**src/rtl/dm_arbiter_pkg.sv**
```systemverilog
// Shared encodings for the data-memory arbiter: access-type codes, arbiter state
// constants and the alignment rule used by both requester ports.
package dm_arbiter_pkg;

    localparam logic [2:0] DM_WORD              = 3'b000;
    localparam logic [2:0] DM_HALFWORD          = 3'b001;
    localparam logic [2:0] DM_HALFWORD_UNSIGNED = 3'b010;
    localparam logic [2:0] DM_BYTE              = 3'b011;
    localparam logic [2:0] DM_BYTE_UNSIGNED     = 3'b100;

    localparam logic [0:0] ARB_NORM  = 1'b0;
    localparam logic [0:0] ARB_FORCE = 1'b1;

    // Unknown type codes are treated as byte-wide (never flagged).
    function automatic logic dm_is_aligned(input logic [2:0] acc_type, input logic [1:0] addr_lo);
        logic ok;
        ok = 1'b1;
        case (acc_type)
            DM_WORD:                           ok = (addr_lo == 2'b00);
            DM_HALFWORD, DM_HALFWORD_UNSIGNED: ok = ~addr_lo[0];
            default:                           ok = 1'b1;
        endcase
        return ok;
    endfunction

endpackage

```
**src/rtl/dm_align_chk.sv**
```systemverilog
// Alignment check for one requester port: combinational, zero latency, no backpressure.
module dm_align_chk
    import dm_arbiter_pkg::*;
(
    input  logic [2:0] acc_type,
    input  logic [1:0] addr_lo,
    output logic       aligned
);

    assign aligned = dm_is_aligned(acc_type, addr_lo);

endmodule

```
**src/rtl/dm_arbiter.sv**
```systemverilog
// CPU/DMA arbiter in front of the single-ported data memory.
// Latency: grant and memory mux are combinational; DMA read data and error flags one cycle later.
// Backpressure: CPU is stalled on a lost cycle; DMA holds its request until dma_gnt.
module dm_arbiter
    import dm_arbiter_pkg::*;
#(
    parameter int STARVE_MAX = 4,
    parameter int CNT_W      = 4
) (
    input  logic        clk,
    input  logic        rstn,
    input  logic        cpu_req,
    input  logic        cpu_wr,
    input  logic [31:0] cpu_addr,
    input  logic [31:0] cpu_wdata,
    input  logic [2:0]  cpu_type,
    input  logic [31:0] cpu_pc,
    output logic [31:0] cpu_rdata,
    output logic        cpu_stall,
    input  logic        dma_req,
    input  logic        dma_wr,
    input  logic [31:0] dma_addr,
    input  logic [31:0] dma_wdata,
    input  logic [2:0]  dma_type,
    output logic        dma_gnt,
    output logic [31:0] dma_rdata,
    output logic        dma_rvalid,
    output logic        mem_wr,
    output logic [29:0] mem_addr,
    output logic [31:0] mem_din,
    output logic [2:0]  mem_type,
    output logic [31:0] mem_pc,
    input  logic [31:0] mem_dout,
    output logic        mis_err,
    output logic [31:0] mis_addr
);

    localparam logic [CNT_W-1:0] STARVE_LIM = CNT_W'(STARVE_MAX);

    logic [0:0]       state, state_nxt;
    logic [CNT_W-1:0] cnt, cnt_nxt;
    logic             cpu_gnt, dma_gnt_int;
    logic             cpu_aligned, dma_aligned;
    logic             gnt_mis;
    logic [31:0]      gnt_addr;

    dm_align_chk u_cpu_align (.acc_type(cpu_type), .addr_lo(cpu_addr[1:0]), .aligned(cpu_aligned));
    dm_align_chk u_dma_align (.acc_type(dma_type), .addr_lo(dma_addr[1:0]), .aligned(dma_aligned));

    assign cpu_gnt     = cpu_req && ((state == ARB_NORM) || !dma_req);
    assign dma_gnt_int = dma_req && !cpu_gnt;
    assign dma_gnt     = dma_gnt_int;
    assign cpu_stall   = cpu_req && !cpu_gnt;
    assign cpu_rdata   = mem_dout;

    always_comb begin
        mem_wr   = 1'b0;
        mem_addr = '0;
        mem_din  = '0;
        mem_type = '0;
        mem_pc   = '0;
        gnt_mis  = 1'b0;
        gnt_addr = '0;
        if (cpu_gnt) begin
            mem_wr   = cpu_wr && cpu_aligned && rstn;
            mem_addr = cpu_addr[31:2];
            mem_din  = cpu_wdata;
            mem_type = cpu_type;
            mem_pc   = cpu_pc;
            gnt_mis  = !cpu_aligned;
            gnt_addr = cpu_addr;
        end else if (dma_gnt_int) begin
            mem_wr   = dma_wr && dma_aligned && rstn;
            mem_addr = dma_addr[31:2];
            mem_din  = dma_wdata;
            mem_type = dma_type;
            gnt_mis  = !dma_aligned;
            gnt_addr = dma_addr;
        end
    end

    // Count only cycles the DMA port actually waited behind the CPU.
    always_comb begin
        cnt_nxt = cnt;
        if (dma_gnt_int || !dma_req)
            cnt_nxt = '0;
        else if (cpu_gnt)
            cnt_nxt = cnt + 1'b1;
    end

    always_comb begin
        state_nxt = state;
        case (state)
            ARB_NORM:  if (cnt_nxt == STARVE_LIM) state_nxt = ARB_FORCE;
            ARB_FORCE: if (dma_gnt_int || !dma_req) state_nxt = ARB_NORM;
            default:   state_nxt = ARB_NORM;
        endcase
    end

    always_ff @(posedge clk or negedge rstn) begin
        if (!rstn) begin
            state      <= ARB_NORM;
            cnt        <= '0;
            dma_rdata  <= '0;
            dma_rvalid <= 1'b0;
            mis_err    <= 1'b0;
            mis_addr   <= '0;
        end else begin
            state      <= state_nxt;
            cnt        <= cnt_nxt;
            dma_rvalid <= dma_gnt_int && !dma_wr;
            if (dma_gnt_int && !dma_wr)
                dma_rdata <= mem_dout;
            mis_err <= gnt_mis;
            if (gnt_mis)
                mis_addr <= gnt_addr;
        end
    end

endmodule

```
**config.mk**
```make
export PLATFORM = sky130hd
export DESIGN_NAME = dm_arbiter
export DESIGN_NICKNAME = d
export VERILOG_FILES = /design/src/rtl/dm_arbiter_pkg.sv /design/src/rtl/dm_align_chk.sv /design/src/rtl/dm_arbiter.sv
export SDC_FILE = /design/constraint.sdc
export NUM_CORES = 1
export LEC_CHECK = 0
export BUFFER_PORTS_ARGS = -buffer_cell sky130_fd_sc_hd__buf_2
export CAP_MARGIN = 20
export CORE_AREA = 2 2 158 160
export CTS_BUF_LIST = sky130_fd_sc_hd__clkbuf_4
export DETAILED_ROUTE_END_ITERATION = 10
export DIE_AREA = 0 0 160 162
export SYNTH_ARGS = -nofsm -noshare
export SYNTH_HDL_FRONTEND = slang
export SYNTH_SLANG_ARGS = --single-unit
```
**constraint.sdc**
```tcl
create_clock -name clk -period 4 [get_ports clk]
set_input_delay 0.2 -clock clk [delete_from_list [all_inputs] [get_ports clk]]
set_output_delay 0.2 -clock clk [all_outputs]
set_load 0.005 [all_outputs]
```
### Word level (Yosys, flattened, before mapping)

Cells that the tools add are included.

| storage, ports and cells | value |
|---|---|
| flip-flop bits (word level) | 71 |
| bits of input ports | 204 |
| output and inout port bits | 198 |
| word-level logic and storage cells | 56 |

| operators by class | value |
|---|---|
| add/sub/neg operators | 1 |
| eq/ne operators | 5 |
| mux-type cells | 20 |
| bitwise logic cells | 3 |
| reductions and logical operators | 21 |

Operators by type and width:

| operator | number |
|---|---|
| $mux 32 | 5 |
| $mux 30 | 2 |
| $logic_and 1x1->1 | 8 |
| $mux 4 | 2 |
| $eq 3x1->1 const B | 2 |
| $eq 3x2->1 const B | 2 |
| $logic_not 3->1 | 2 |
| $mux 1 | 6 |
| $mux 3 | 2 |
| $pmux 1 s2 | 3 |
| $logic_not 1->1 | 5 |
| $add 4x1->4 const B | 1 |
| $eq 4x3->1 const B | 1 |
| $logic_not 2->1 | 2 |
| $reduce_or 2->1 | 2 |
| $not 1->1 | 3 |
| $logic_or 1x1->1 | 2 |

### Logic depth before layout (Yosys ltp)

| logic depth | value |
|---|---|
| depth after elaboration | 10 |
| depth in mapped cells | 6 |
| gate-level depth less buffers | 5 |

### Hierarchy

A second synthesis with hierarchy kept.

| unflattened totals | value |
|---|---|
| cells, all modules | 460 |
| area total of the unflattened synthesis | 4,436.8 um2 |

Modules (own cells, without submodules):

| module | instances | cells each | area each (um2) | sequential area each (um2) |
|---|---|---|---|---|
| dm_arbiter | 1 | 454 | 4,381.7 | 1,776.7 |
| dm_align_chk | 2 | 3 | 27.5 | 0.0 |

### Worst setup path before layout

Ideal clock, no wire load.

| timing path | value |
|---|---|
| path kind | flip-flop to flip-flop |
| from | reg state |
| to | reg mis_addr[0] |
| library setup time | 0.125 ns |
| arrival | 1.504 ns |
| required time | 3.875 ns |
| slack | 2.371 ns |
| cell stages (with the launch flop) | 7 |
| path buffers | 2 |
| clock period less this slack | 1.629 ns |
| cells stage by stage | dfrtp_1 > a21boi_2 > buf_4 > nand2b_2 > o22ai_4 > buf_12 > mux2_4 |

| on the way | value |
|---|---|
| word-level cells in the longest chain between the ends | 7 |
| elaborated cells between the ends (all ways) | 9 |
| those cells by class | mux: 4; bitwise: 1; reduce/logical: 4 |

Ends and longest elaborated chain:

| what | line | text |
|---|---|---|
| start, declared | dm_arbiter.sv:40 | `logic [0:0] state, state_nxt;` |
| start signal, assigned | dm_arbiter.sv:109 | `state <= state_nxt;` |
| $not 1->1 * | -- |  |
| $logic_or 1x1->1 * | dm_arbiter.sv:50 | `assign cpu_gnt = cpu_req && ((state == ARB_NORM) \|\| !dma_req);` |
| $logic_and 1x1->1 * | dm_arbiter.sv:50 |  |
| $logic_not 1->1 | dm_arbiter.sv:51 | `assign dma_gnt_int = dma_req && !cpu_gnt;` |
| $logic_and 1x1->1 | dm_arbiter.sv:51 |  |
| $mux 32 or $mux 1 (tied branches) | dm_arbiter.sv:72 | `end else if (dma_gnt_int) begin` |
| $mux 32 or $mux 1 (tied branches) | dm_arbiter.sv:64 | `if (cpu_gnt) begin` |
| end signal, assigned | dm_arbiter.sv:116 | `mis_addr <= gnt_addr;` |
| end, declared | dm_arbiter.sv:35 | `output logic [31:0] mis_addr` |

Mark *: on every way between the ends. The rest lies on a longest branch, timed or not.
A chain may end at the register's enable or synchronous reset.

### Worst setup path after layout

| timing path | value |
|---|---|
| from | reg state |
| to | out mem_addr[23] |

| on the way | value |
|---|---|
| word-level cells in the longest chain between the ends | 7 |

Ends and longest elaborated chain:

| what | line | text |
|---|---|---|
| $not 1->1 * | -- |  |
| $logic_or 1x1->1 * | dm_arbiter.sv:50 |  |
| $logic_and 1x1->1 * | dm_arbiter.sv:50 |  |
| $logic_not 1->1 | dm_arbiter.sv:51 |  |
| $logic_and 1x1->1 | dm_arbiter.sv:51 |  |
| $mux 30 | dm_arbiter.sv:72 |  |
| $mux 30 * | dm_arbiter.sv:64 |  |
| end, declared | dm_arbiter.sv:29 | `output logic [29:0] mem_addr,` |

Marked as above.

==> impl_metrics.toml <==
[outcome]
outcome = "complete, no violations"

[cts]
cts_tree = "yes"
numCtsBuffers = 9
cts_sinks = 71
clkTransAtPathRegs_ps = 130
cts_buffer_depth = 2
htreeDepth = 3
clock_latency_ps = 440
cts_root_buf = "clkbuf_4"
cts_resized = 0

[critical_path]
cp-end-kind = "output port"
cp_slowest_cell = "buf_4"
cp_slowest_stage_delay_ps = 680
cp.arrival_ps = 2620
crit_top_cell = "buf_4"
start_kind = "flip-flop"
crit_required_ps = 3800
crit_fanout = 106
path_cells = "a21boi_4 -> buf_4 -> buf_4 -> a22o_1 -> buf_2"
r2r_slack_ps = 1740
worst-setup-path-type = "flip-flop to output port"

[grt]
track_usage = 0.121
antenna_found_initial = 4
grt_pass1_vias = 4184
grt_max_degree = 107
gr-total-overflow = 0
grt_pass1_wl_um = 24100

[logic_synthesis]
synth_cell_types = 30
synth_seq_area_share = 0.407
synth_area_mm2 = 0.00437
syn_area_per_cell_um2 = 10.3
synth.most_common_cell = "nand2_1"
ys_ff_latch = 71
synth_flop_cell = "dfrtp_1"
synthCells = 424
synth_edf_count = 0
synth.top_cells.by_area = "dfrtp_1, buf_4, mux2_4"
synthArstFlopShare = 1.00
netlist.area_leader.share = 0.407
ys_top_cells_by_count = "nand2_1, dfrtp_1, buf_4"
synth_top_cell_by_area = "dfrtp_1"
synth_nets = 629
yosys_warnings = 0

[timing]
min_period_over_period = 0.706
finalSetupViolCount = 0
fin_hold_ws_ps = 65.5
fin_skew_ps = 17.1
slew_headroom = 0.338
drv_slew = 0
finalSetupTns_ps = 0
rsz0062_at_grt = "false"
worst_pin_slew_ps = 990
post-route-min-period_ps = 2820
layout_setup_ws_ps = 1180
final_hold_viol_count = 0
fmax_ghz = 0.354

[die]
io_pins = 402
initial_core_util = 0.181
die-width_um = 160
dieHeight_um = 162
dieArea_mm2 = 0.0259
core_mm2 = 0.0241
row_count = 57

[route]
ant_nets = 0
drt_iter0_markers = 211
wire_per_inst_um = 14.6
vias = 4363
wl_um = 16300
route.detailed.drc = 0
avgViaCountPerCell = 3.90
drt_pre_antenna_iters = 5

[cells_and_area]
drive_gt1_frac = 0.624
final_nets = 990
nFillCells = 2618
area_delta_synth_final_pct = 53.4

[pwr]
leakagePower_nw = 3.62
powerDensity_mw_per_mm2 = 322
ir_drop_mv = 0.112

[placed_design]
io_buffers = 401
dp_slack_ps = 1410
gp_congestion = 0.811
dp_hpwl_um = 12400

[min_path]
hp-class = "primary input to flip-flop"

[run]
maxCapViolations = 0
[flip-flops by register name, indices dropped and copies added (netlist names)]
name and cells:
cnt 4, dma_rvalid 1, state 1, dma_rdata 32, mis_err 1, mis_addr 32
[worst paths after layout]
check                        startpoint            end  cells after the start
setup reg to reg                  state   mis_addr[25]                      5
hold / removal             mem_dout[10]  dma_rdata[10]                      2
max in group asynchronous          rstn          state                      3
setup / recovery                  state   mem_addr[23]                      5
hold reg to reg                  cnt[0]         cnt[0]                      1
min in group asynchronous          rstn  dma_rdata[22]                      2
[per-stage QoR]
step	power, mW	cell area, um2	std cells	util
4_1_cts	2.21	6670	1113	0.276
6_report	2.16	6710	1119	0.278
3_5_place_dp	1.66	6200	1065	0.257
3_3_place_gp	1.66	6200	1065	0.257
2_1_floorplan	1.31	4370	424	-
5_1_grt	2.32	6700	1117	0.278
[cells in the final DEF (no fill, tap or decap), types with 2 or more instances in the layout]
| cell type | n |
|---|---|
| diode_2 | 5 |
| xor2_1 | 2 |
| inv_6 | 3 |
| clkbuf_4 | 10 |
| inv_1 | 2 |
| o21ai_0 | 35 |
| mux2_4 | 29 |
| nand2b_2 | 2 |
| dlygate4sd3_1 | 32 |
| and2_1 | 32 |
| buf_4 | 7 |
| nor2_1 | 5 |
| nand2_1 | 73 |
| a22o_1 | 32 |
| mux2_2 | 35 |
| buf_2 | 400 |
| dfrtp_1 | 71 |
| nand3_1 | 2 |
[worst max-delay path: cells and delay by family (launching register included)]
kind / cells / cell delay (ps)
buf+inv: 3 / 1170
flops: 1 / 440
compound gates: 2 / 500
[layer usage]
metal	up-vias	part of all wire	track usage
met3	13	0.088	0.0378
met1	1996	0.41	0.147
met2	242	0.49	0.205
met4	0	0.011	0.0360
met5	-	0	0
li1	2112	-	-
[cell families after synthesis]
kind of cell,share of synthesized area
AND/OR/NAND/NOR,0.128
adder cells (fa/ha/maj),0.00286
multiplexers,0.190
buffers and inverters,0.149
AO/OA/AOI/OAI,0.118
flip-flops,0.407
XOR/XNOR,0.00601
[final cells by class]
| type | instances | area (um2) | area share |
|---|---|---|---|
| inverters | 3 | 11.3 | 0.00168 |
| clock inverters | 6 | 67.6 | 0.0101 |
| repair buffers | 440 | 2400 | 0.358 |
| clock buffers | 10 | 75.1 | 0.0112 |
| diodes | 5 | 12.5 | 0.00187 |
| flip-flops and latches | 71 | 1780 | 0.265 |
| multi-input cells | 260 | 1950 | 0.291 |
| well taps | 324 | 405 | 0.0605 |
[report_power, final]
part,switching [mW],leakage (nW),internal (mW)
logic,0.305,2.67,0.436
clock network,0.285,0.0755,0.202
registers,0.0749,0.874,0.857
total,0.665,3.62,1.50
[repair_timing]
action / in CTS / in global routing
hold buffers: 32 / 0
buffers inserted: 0 / 0
hold endpoints to repair: 66 / 0
Note: power is estimated with default switching activity, not from simulation.
